[src/rtl/rf_dump_pkg.sv]
// rf_dump_pkg: shared types and constants for the register-file dump engine.
// Contents: FSM state encoding, bytes per register, byte counter type.
// Optional macro RF_DUMP_IDX_EN: adds a leading index byte per register (5 bytes instead of 4).
package rf_dump_pkg;
   typedef enum logic [1:0] {IDLE, LOAD, SEND, FIN} state_t;
`ifdef RF_DUMP_IDX_EN
   localparam int BYTES_PER_REG = 5;
`else
   localparam int BYTES_PER_REG = 4;
`endif
   localparam int CNT_W = 3;
   typedef logic [CNT_W-1:0] cnt_t;
   localparam cnt_t LAST_CNT = cnt_t'(BYTES_PER_REG - 1);
endpackage

[src/rtl/rf_dump_if.sv]
// rf_dump_if: valid/ready byte stream carrying dump bytes to the UART/LED debug path.
// Signals: tx_data (8, byte), tx_valid (byte valid), tx_ready (sink accepts on valid && ready).
// Modports: master drives data/valid, slave drives ready.
interface rf_dump_if;
   logic [7:0] tx_data;
   logic       tx_valid;
   logic       tx_ready;
   modport master (output tx_data, output tx_valid, input tx_ready);
   modport slave (input tx_data, input tx_valid, output tx_ready);
endinterface

[src/rtl/rf_dump_byte_mux.sv]
// rf_dump_byte_mux: combinational selection of the outgoing byte of a captured 32-bit word.
// Ports: i_shreg (captured word), i_cnt (byte position), i_idx (register index), o_byte (selected byte).
// Parameter MSB_FIRST: 1 sends bits 31:24 first, 0 sends bits 7:0 first.
// Optional macro RF_DUMP_IDX_EN: position 0 carries {3'b000, i_idx}, data occupies positions 1..4.
module rf_dump_byte_mux
   import rf_dump_pkg::*;
#(
   parameter bit MSB_FIRST = 1'b1
) (
   input  logic [31:0] i_shreg,
   input  cnt_t        i_cnt,
   input  logic [4:0]  i_idx,
   output logic [7:0]  o_byte
);
   logic [1:0] w_dsel;
   logic [1:0] w_bsel;
`ifdef RF_DUMP_IDX_EN
   // data bytes sit one position later, behind the index byte
   assign w_dsel = 2'(i_cnt - 3'd1);
   assign o_byte = (i_cnt == '0) ? {3'b000, i_idx} : i_shreg[{w_bsel, 3'b000} +: 8];
`else
   assign w_dsel = 2'(i_cnt);
   assign o_byte = i_shreg[{w_bsel, 3'b000} +: 8];
`endif
   assign w_bsel = MSB_FIRST ? 2'd3 - w_dsel : w_dsel;
endmodule

[src/rtl/rf_dump_ctrl.sv]
// rf_dump_ctrl: walks registers FIRST_REG..LAST_REG and streams each value out as bytes.
// Ports: clk, rst (async, active-high), i_start (dump request), o_busy, o_done (one-cycle pulse),
//        o_reg_sel / i_reg_data (register-file debug port), tx (rf_dump_if.master byte stream).
// Parameters: FIRST_REG, LAST_REG, MSB_FIRST.
// Optional macro RF_DUMP_IDX_EN: each register is preceded by an index byte.
module rf_dump_ctrl
   import rf_dump_pkg::*;
#(
   parameter int FIRST_REG = 1,
   parameter int LAST_REG  = 31,
   parameter bit MSB_FIRST = 1'b1
) (
   input  logic        clk,
   input  logic        rst,
   input  logic        i_start,
   output logic        o_busy,
   output logic        o_done,
   output logic [4:0]  o_reg_sel,
   input  logic [31:0] i_reg_data,
   rf_dump_if.master   tx
);
   state_t      r_state;
   state_t      w_next;
   logic [4:0]  r_reg_sel;
   cnt_t        r_cnt;
   logic [31:0] r_shreg;
   logic [7:0]  w_byte;
   logic        w_hs;
   logic        w_last_byte;
   logic        w_last_reg;
   assign w_hs        = tx.tx_valid && tx.tx_ready;
   assign w_last_byte = r_cnt == LAST_CNT;
   // LAST_REG is checked before incrementing, so reg_sel never wraps
   assign w_last_reg  = r_reg_sel == 5'(LAST_REG);
   rf_dump_byte_mux #(.MSB_FIRST(MSB_FIRST)) u_mux (
      .i_shreg (r_shreg),
      .i_cnt   (r_cnt),
      .i_idx   (r_reg_sel),
      .o_byte  (w_byte)
   );
   always_ff @(posedge clk or posedge rst) begin
      if (rst) begin
         r_state   <= IDLE;
         r_reg_sel <= '0;
         r_cnt     <= '0;
         r_shreg   <= '0;
      end else begin
         r_state   <= w_next;
         r_reg_sel <= (r_state == IDLE && i_start) ? 5'(FIRST_REG) :
                      (r_state == FIN) ? 5'd0 :
                      (w_hs && w_last_byte && !w_last_reg) ? r_reg_sel + 5'd1 : r_reg_sel;
         r_cnt     <= (r_state == LOAD || (w_hs && w_last_byte)) ? '0 : w_hs ? r_cnt + 3'd1 : r_cnt;
         if (r_state == LOAD)
            r_shreg <= i_reg_data;
      end
   end
   always_comb begin
      w_next = r_state;
      case (r_state)
         IDLE:    w_next = i_start ? LOAD : IDLE;
         LOAD:    w_next = SEND;
         SEND:    w_next = (w_hs && w_last_byte) ? (w_last_reg ? FIN : LOAD) : SEND;
         FIN:     w_next = IDLE;
         default: w_next = IDLE;
      endcase
   end
   // all status outputs decode directly from state, so tx_valid never looks at tx_ready
   assign o_busy      = r_state == LOAD || r_state == SEND;
   assign o_done      = r_state == FIN;
   assign o_reg_sel   = r_reg_sel;
   assign tx.tx_valid = r_state == SEND;
   assign tx.tx_data  = (r_state == SEND) ? w_byte : 8'h00;
endmodule

[src/flat_wrapper.sv]
// flat-port wrapper written by rule: the top's interface ports become plain ports
module rf_dump_ctrl_flat import rf_dump_pkg::*;
#(
   parameter int FIRST_REG = 1,
   parameter int LAST_REG  = 31,
   parameter bit MSB_FIRST = 1'b1
)
  (clk, rst, i_start, o_busy, o_done, o_reg_sel, i_reg_data, tx_tx_data, tx_tx_valid, tx_tx_ready);
  rf_dump_if tx_i ();
  input  logic clk;
  input  logic rst;
  input  logic i_start;
  output logic o_busy;
  output logic o_done;
  output logic [4:0] o_reg_sel;
  input  logic [31:0] i_reg_data;
  output wire logic [$bits(tx_i.tx_data)-1:0] tx_tx_data;
  output wire logic [$bits(tx_i.tx_valid)-1:0] tx_tx_valid;
  input wire logic [$bits(tx_i.tx_ready)-1:0] tx_tx_ready;
  assign tx_tx_data = tx_i.tx_data;
  assign tx_tx_valid = tx_i.tx_valid;
  assign tx_i.tx_ready = tx_tx_ready;
  rf_dump_ctrl #(.FIRST_REG(FIRST_REG), .LAST_REG(LAST_REG), .MSB_FIRST(MSB_FIRST)) u_core (.clk(clk), .rst(rst), .i_start(i_start), .o_busy(o_busy), .o_done(o_done), .o_reg_sel(o_reg_sel), .i_reg_data(i_reg_data), .tx(tx_i));
endmodule
[config.mk]
export PLATFORM = sky130hd
export DESIGN_NAME = rf_dump_ctrl_flat
export DESIGN_NICKNAME = d
export VERILOG_FILES = /design/src/rtl/rf_dump_pkg.sv /design/src/rtl/rf_dump_if.sv /design/src/rtl/rf_dump_byte_mux.sv /design/src/rtl/rf_dump_ctrl.sv /design/src/flat_wrapper.sv
export SDC_FILE = /design/constraint.sdc
export NUM_CORES = 1
export LEC_CHECK = 0
export BUFFER_PORTS_ARGS = -buffer_cell sky130_fd_sc_hd__buf_2
export CAP_MARGIN = 20
export CORE_ASPECT_RATIO = 0.75
export CORE_MARGIN = 1.5
export CORE_UTILIZATION = 47
export CTS_CLUSTER_DIAMETER = 150
export DETAILED_ROUTE_END_ITERATION = 6
export PLACE_DENSITY = 0.75
export SLEW_MARGIN = 20
export SYNTH_ARGS = -nofsm -noshare
export SYNTH_HDL_FRONTEND = slang
export SYNTH_HIERARCHICAL = 1
export SYNTH_SLANG_ARGS = --single-unit
[constraint.sdc]
create_clock -name clk -period 1.7 [get_ports clk]
set_input_delay 0.085 -clock clk [delete_from_list [all_inputs] [get_ports clk]]
set_output_delay 0.085 -clock clk [all_outputs]
set_load 0.02 [all_outputs]
# Word level (Yosys, flattened, before mapping)
# Cells that the tools add are included.
# word_totals
register_bits	42
latchBits	0
ramBits	0
romBits	0
in_bits	36
output_inout_bits	16
elab_cells	33
memories	0
# op_classes
n_addsub	3
n_mul	0
div	0
n_lt_le_gt_ge	0
eq_ne	5
shifts	1
mux	10
n_bitwise	0
n_reduce_logical	10
# op_table
operator	n
indexed part select 32 x 6 -> 8 bit	1
two-way mux 5 bit	3
two-way mux 8 bit	1
case mux 2 bit (4 select lines)	1
two-way mux 3 bit	2
adder 5 x 1 -> 5 bit (second input constant)	1
== test 5 bit (second input constant)	1
== test 2 bit (second input constant)	2
logical AND 1 bit	4
two-way mux 2 bit	2
adder 3 x 1 -> 3 bit (second input constant)	1
== test 3 x 2 -> 1 bit (second input constant)	1
nonzero test 3 bit	1
== test 2 x 1 -> 1 bit (second input constant)	1
zero test 2 bit	1
logical OR 1 bit	2
nonzero test 2 bit	1
subtractor 2 bit (first input constant)	1
zero test 1 bit	1
two-way mux 1 bit	1

# Logic depth before layout (Yosys ltp)
# depth
ltp_word	7
ltp_mapped	6
ltp_nobuf	6

# Hierarchy
# Netlist, hierarchy kept.
# by_module_without_submodules
module	instances	cells_each	area_each_um2	seq_area_each_um2
rf_dump_ctrl	1	133	1815.5	1051.0
rf_dump_byte_mux	1	10	196.4	0.0

# Worst setup path after synthesis
# OpenSTA, ideal clock, no wires.
# synth_timing
kind	register -> register
from	register u_core.r_reg_sel[0] (netlist: u_core/o_reg_sel[0])
to	register u_core.r_reg_sel[3] (netlist: u_core/o_reg_sel[3])
setup_ns	0.077
t_arrival_ns	1.743
required_ns	1.623
setup_slack_ns	-0.120
stages_incl_launch_ff	7
n_path_buf	0
synth_period_minus_slack_ns	1.820
path_cell_list	dfrtp_1 ha_1 and3_1 ha_1 nand4b_4 or3_1 a21oi_1
# synth_via
elab_chain_cells	4
elab_cells_between_ends	8
cone_classes	add/sub (1); eq/ne (1); mux (3); reduce/logical (3)
# synth_rtl
element	line	text
from (decl)	rf_dump_ctrl.sv:24	logic [4:0] r_reg_sel;
from (signal assigned)	rf_dump_ctrl.sv:49	r_reg_sel <= (r_state == IDLE && i_start) ? 5'(FIRST_REG) :
adder 5 x 1 -> 5 bit / == test 5 bit (equally long branches)	rf_dump_ctrl.sv:51, rf_dump_ctrl.sv:34	
two-way mux 5 bit / zero test 1 bit (equally long branches)	rf_dump_ctrl.sv:51	(w_hs && w_last_byte && !w_last_reg) ? r_reg_sel + 5'd1 : r_reg_sel;
two-way mux 5 bit / logical AND 1 bit (equally long branches)	rf_dump_ctrl.sv:50, rf_dump_ctrl.sv:51	
two-way mux 5 bit / nonzero test 3 bit (equally long branches)	n/a	
# Parallel ways exist; a longest one is shown, timed or not. The select of a mux whose other input is x is not followed.
# A chain may end at the register's enable or synchronous reset.

# Worst setup path after layout
# layout_timing
from	register u_core.r_cnt[0]
to	output tx_tx_data[0]
# layout_via
elab_chain_cells	3
# layout_rtl
element	line	text
from (decl)	rf_dump_ctrl.sv:25	cnt_t r_cnt;
from (signal assigned)	rf_dump_ctrl.sv:52	r_cnt <= (r_state == LOAD || (w_hs && w_last_byte)) ? '0 : w_hs ? r_cnt + 3'd1 : r_cnt;
subtractor 2 bit	rf_dump_byte_mux.sv:25	assign w_bsel = MSB_FIRST ? 2'd3 - w_dsel : w_dsel;
indexed part select 32 x 6 -> 8 bit	rf_dump_byte_mux.sv:23	assign o_byte = i_shreg[{w_bsel, 3'b000} +: 8];
named net u_core.w_byte[0]	rf_dump_ctrl.sv:27	logic [7:0] w_byte;
two-way mux 8 bit	rf_dump_ctrl.sv:72	assign tx.tx_data = (r_state == SEND) ? w_byte : 8'h00;
to (decl)	flat_wrapper.sv:17	output wire logic [$bits(tx_i.tx_data)-1:0] tx_tx_data;
# The timed path passes the listed nets, and every way through them passes these cells.

==> flow_results.org <==
** Setup path
- Measured in cells, the most critical reg-to-reg path has a length of 6.
- CP Cell Sequence :: buf_6, mux4_2, and2_4, buf_6
- Number of gates on the worst path with buffers counted :: 4
- CP top delay family :: multiplexers
- Data on the critical path is required at its endpoint by 1.62 ns.
- The slowest stage of the critical path is the sky130_fd_sc_hd__mux4_2 cell.
- STA classifies the critical path startpoint as a register.
- By startpoint and endpoint, the worst setup path is classified as register to output pin.
- Counting stages on the worst path, the most repeated cell is sky130_fd_sc_hd__buf_6.
- Worst Path Arrival :: 1.61 ns
- The worst setup path is captured at an output pin.
- For this run, the slowest stage of the critical path takes around 0.50 ns.
- Number of buffer and inverter stages on the critical path :: 2
- Max FO, Critical Path :: 5

** Drt
- In the routed design, unresolved DRC markers number 0.
- For this block, the routed nets add up to ~4200 um of wire.
- DR WL/cell :: 15.8 um
- Vias/cell :: 5.06
- Starting DRT DRC Count :: 54
- For this run, the detailed router's first-pass iteration total came to 3.
- Count of antenna-violating nets left after detailed routing :: 0
- Total number of vias :: 1342

** Floorplanning
- Number of rows created at floorplan :: 20
- The core region is 4080 sq um.
- Horizontal die dimension :: between 70 and 80 um
- Initial Util :: about half
- Top-Level Pins :: 52
- In this run the vertical extent of the chip is 59.7 um.
- The floorplan step defined a die boundary enclosing 4690 sq um.

** Global route
- First-pass GRT wire length :: approximately 6700 um
- Initial antenna violation count :: 0
- Entering global routing, the biggest net connects 36 pins.
- Combined global-route utilization of all metal layers :: 19.4%
- Vias in the first global route :: 1404
- Remaining global-route overflow :: 0

** Outcome
- The flow ran to the end, and the final reports show no timing, DRC or antenna violations.

** Yosys
- Avg Cell Area, Syn :: 14.1 sq um
- Share of flip-flops with an asynchronous set or reset after synthesis :: between 90% and 100%
- Summing every instance area after synthesis gives roughly 2000 sq um.
- #FFs+latches synth :: 42
- After technology mapping, the gate count stands at 143.
- Number of different library cells in the post-synthesis netlist :: 22
- Largest area contributor in the synthesized netlist :: sky130_fd_sc_hd__dfrtp_1
- Among all flip-flop cells after synthesis, the most frequent one is sky130_fd_sc_hd__dfrtp_1.
- Proportion of netlist area held by the largest area contributor :: 52.2%
- sky130_fd_sc_hd__dfrtp_1 is the most common cell in the netlist.
- Ranking of synthesized cells by area :: sky130_fd_sc_hd__dfrtp_1, sky130_fd_sc_hd__mux2_2, sky130_fd_sc_hd__mux4_2
- Total of warnings raised by yosys :: 6
- Sequential fraction of the synthesis area :: 52.2%
- Net count after synthesis :: 188
- Post-synth top cells :: sky130_fd_sc_hd__dfrtp_1, sky130_fd_sc_hd__mux2_2, sky130_fd_sc_hd__ha_1, sky130_fd_sc_hd__and2_1, sky130_fd_sc_hd__mux4_2
- Post-synth EDFFs :: 0

** Final layout
- Post-layout net count :: 254
- Share of post-route cells with drive strength above 1 :: 61.9%
- The filler cells instantiated in the layout total 299.
- Final core area utilization :: 64.7%
- Synthesis-to-layout area growth :: 31.2%
- Non-Filler Cell Area, Final :: roughly 2600 sq um
- Number of diodes added for antenna fixing :: 0

** Timing
- Post-route clock skew :: between 0.008 and 0.009 ns
- Setup repair after global routing could not meet its margin everywhere.
- The number of endpoints with negative hold slack in the final report was 0.
- Final Critical Period :: roughly 1.7 ns
- Slew of the pin with the lowest slew margin :: approximately 0.56 ns
- Of the available clock period, the critical path in the final layout requires 100%.
- Max-slew violation total from the final report :: 0
- Headroom to the max-slew limit came out at 62.7%.
- Setup violations remaining at the end of the flow were counted as 0.
- For this run, the top clock speed supported by timing is between 500 and 600 MHz.

** Power
- Total power per unit cell area :: 1630 nW/um^2
- Across the VDD grid, the largest voltage drop is 0.000816 V.
- The analysis attributes to cell leakage a power of ~0.0012 uW.

** Clocking
- Clock transition time at the flip-flop clock pins of the worst setup and hold paths :: 0.08 ns
- Clock tree synthesis inserted a total of 5 buffers.
- Insertion delay of the later-clocked pin in the worst-skew pair :: 0.29 ns
- Number of clock sinks :: 42
- The clock tree synthesis step divided the H-tree into 2 levels.
- Clock tree from TritonCTS :: done
- Maximum clock insertion buffer count :: 2
- Cell at the root of the clock tree :: sky130_fd_sc_hd__clkbuf_8

** Placement
- Routability-driven placement finished with a final weighted congestion of 0.865.
- Port Buffer Count :: 51
- DP Area :: roughly 2400 sq um
- After legalization and detailed placement, the total HPWL measured 3060 um.

** Hold path
- Counting instances, the worst hold path has a depth of 3.
- The min-delay analysis places its worst path in the category primary input to register.

** Run
- Max-cap violations :: 0
## metrics by stage
stage | setup WS, ns | total power, uW | std cells | TNS (ns) | hold slack (ns)
after floorplan | 0.00312 | 2970 | 143 | 0 | 0.202
after global placement | 0.0791 | 3330 | 252 | 0 | 0.132
after detailed placement | 0.00106 | 3440 | 252 | 0 | 0.160
after CTS | -0.00366 | 4310 | 265 | -0.00966 | 0.0162
after global routing | -0.0678 | 4570 | 265 | -0.488 | 0.0143
final | 0.000394 | 4290 | 265 | 0 | 0.0221
## metal layers
metal	global-route usage [%]	vias up	wire, um
met5	0	-	0
met2	33.0	26	2180
met4	7.40	0	34
met3	3.05	4	120
li1	-	637	-
met1	25.6	675	1840
## path summary, 6_finish.rpt
path / end / startpoint / slack [ns]
max: tx_tx_data[0] / u_core/r_cnt[0] / 0.0004
min: u_core/r_state[0] / i_start / 0.02
max reg2reg: u_core/o_reg_sel[2] / u_core/o_reg_sel[1] / 0.04
min reg2reg: u_core/r_shreg[26] / u_core/r_shreg[26] / 0.51
max in group asynchronous: u_core/r_shreg[15] / rst / 0.68
min in group asynchronous: u_core/r_cnt[1] / rst / 0.39
## cell usage in the layout (no fill, tap or decap), types with 2 or more instances in the layout
cell	n
sky130_fd_sc_hd__a21oi_2	2
sky130_fd_sc_hd__mux4_2	8
sky130_fd_sc_hd__and2_4	7
sky130_fd_sc_hd__mux2_2	32
sky130_fd_sc_hd__buf_2	44
sky130_fd_sc_hd__ha_1	6
sky130_fd_sc_hd__nor2_1	6
sky130_fd_sc_hd__dfrtp_2	2
sky130_fd_sc_hd__buf_4	10
sky130_fd_sc_hd__dfrtp_1	40
sky130_fd_sc_hd__nand3_1	3
sky130_fd_sc_hd__clkbuf_8	6
sky130_fd_sc_hd__o21ai_0	4
sky130_fd_sc_hd__buf_6	10
sky130_fd_sc_hd__nand2_1	4
sky130_fd_sc_hd__mux2i_1	4
sky130_fd_sc_hd__ha_4	2
sky130_fd_sc_hd__inv_1	5
## registers in the layout, summed over array words and instances, names as in the netlist
| name | cells |
|---|---|
| u_core/r_state | 2 |
| u_core/r_shreg | 32 |
| u_core/r_cnt | 3 |
| u_core/o_reg_sel | 5 |
## worst min-delay path, delay by kind of cell
family	cells	cell delay (ns)
buffers and inverters	1	0.09
and+or+nand+nor	1	0.04
AOI/OAI and AO/OA	1	0.06
## what timing repair did
action | CTS | global route
pin swaps | 2 | 0
hold buffers | 1 | 0
setup endpoints to repair | 10 | 11
gates resized for setup | 24 | 6
setup buffers | 4 | 0
gates cloned | 0 | 0
hold endpoints to repair | 12 | 0
## area by class of cell
type / instances / area [sq um] / area share [%]
Inverter: 5 / 18.8 / 0.711
Clock inverter: 2 / 12.5 / 0.474
Timing Repair Buffer: 66 / 438 / 16.6
Sequential cell: 42 / 1050 / 39.9
Clock buffer: 6 / 82.6 / 3.13
Tap cell: 55 / 68.8 / 2.61
Multi-Input combinational cell: 89 / 965 / 36.6
## report_power, final
group / internal (uW) / switching (uW) / total, uW
Combinational: 1150 / 799 / 1950
Sequential: 1450 / 239 / 1680
Clock: 326 / 333 / 659
Total: 2920 / 1370 / 4290
## logic make-up after synthesis
group                      Yosys count  synth area share (%)
AOI/OAI and AO/OA                    8                  1.99
xor gates and xnor gates             1                 0.435
adders and majority gates            9                  5.60
buffers and inverters               12                  2.92
DFF                                 42                  52.2
muxes                               44                  28.9
and+or+nand+nor                     27                  7.96
No activity file was read; power rests on OpenSTA's default activity.
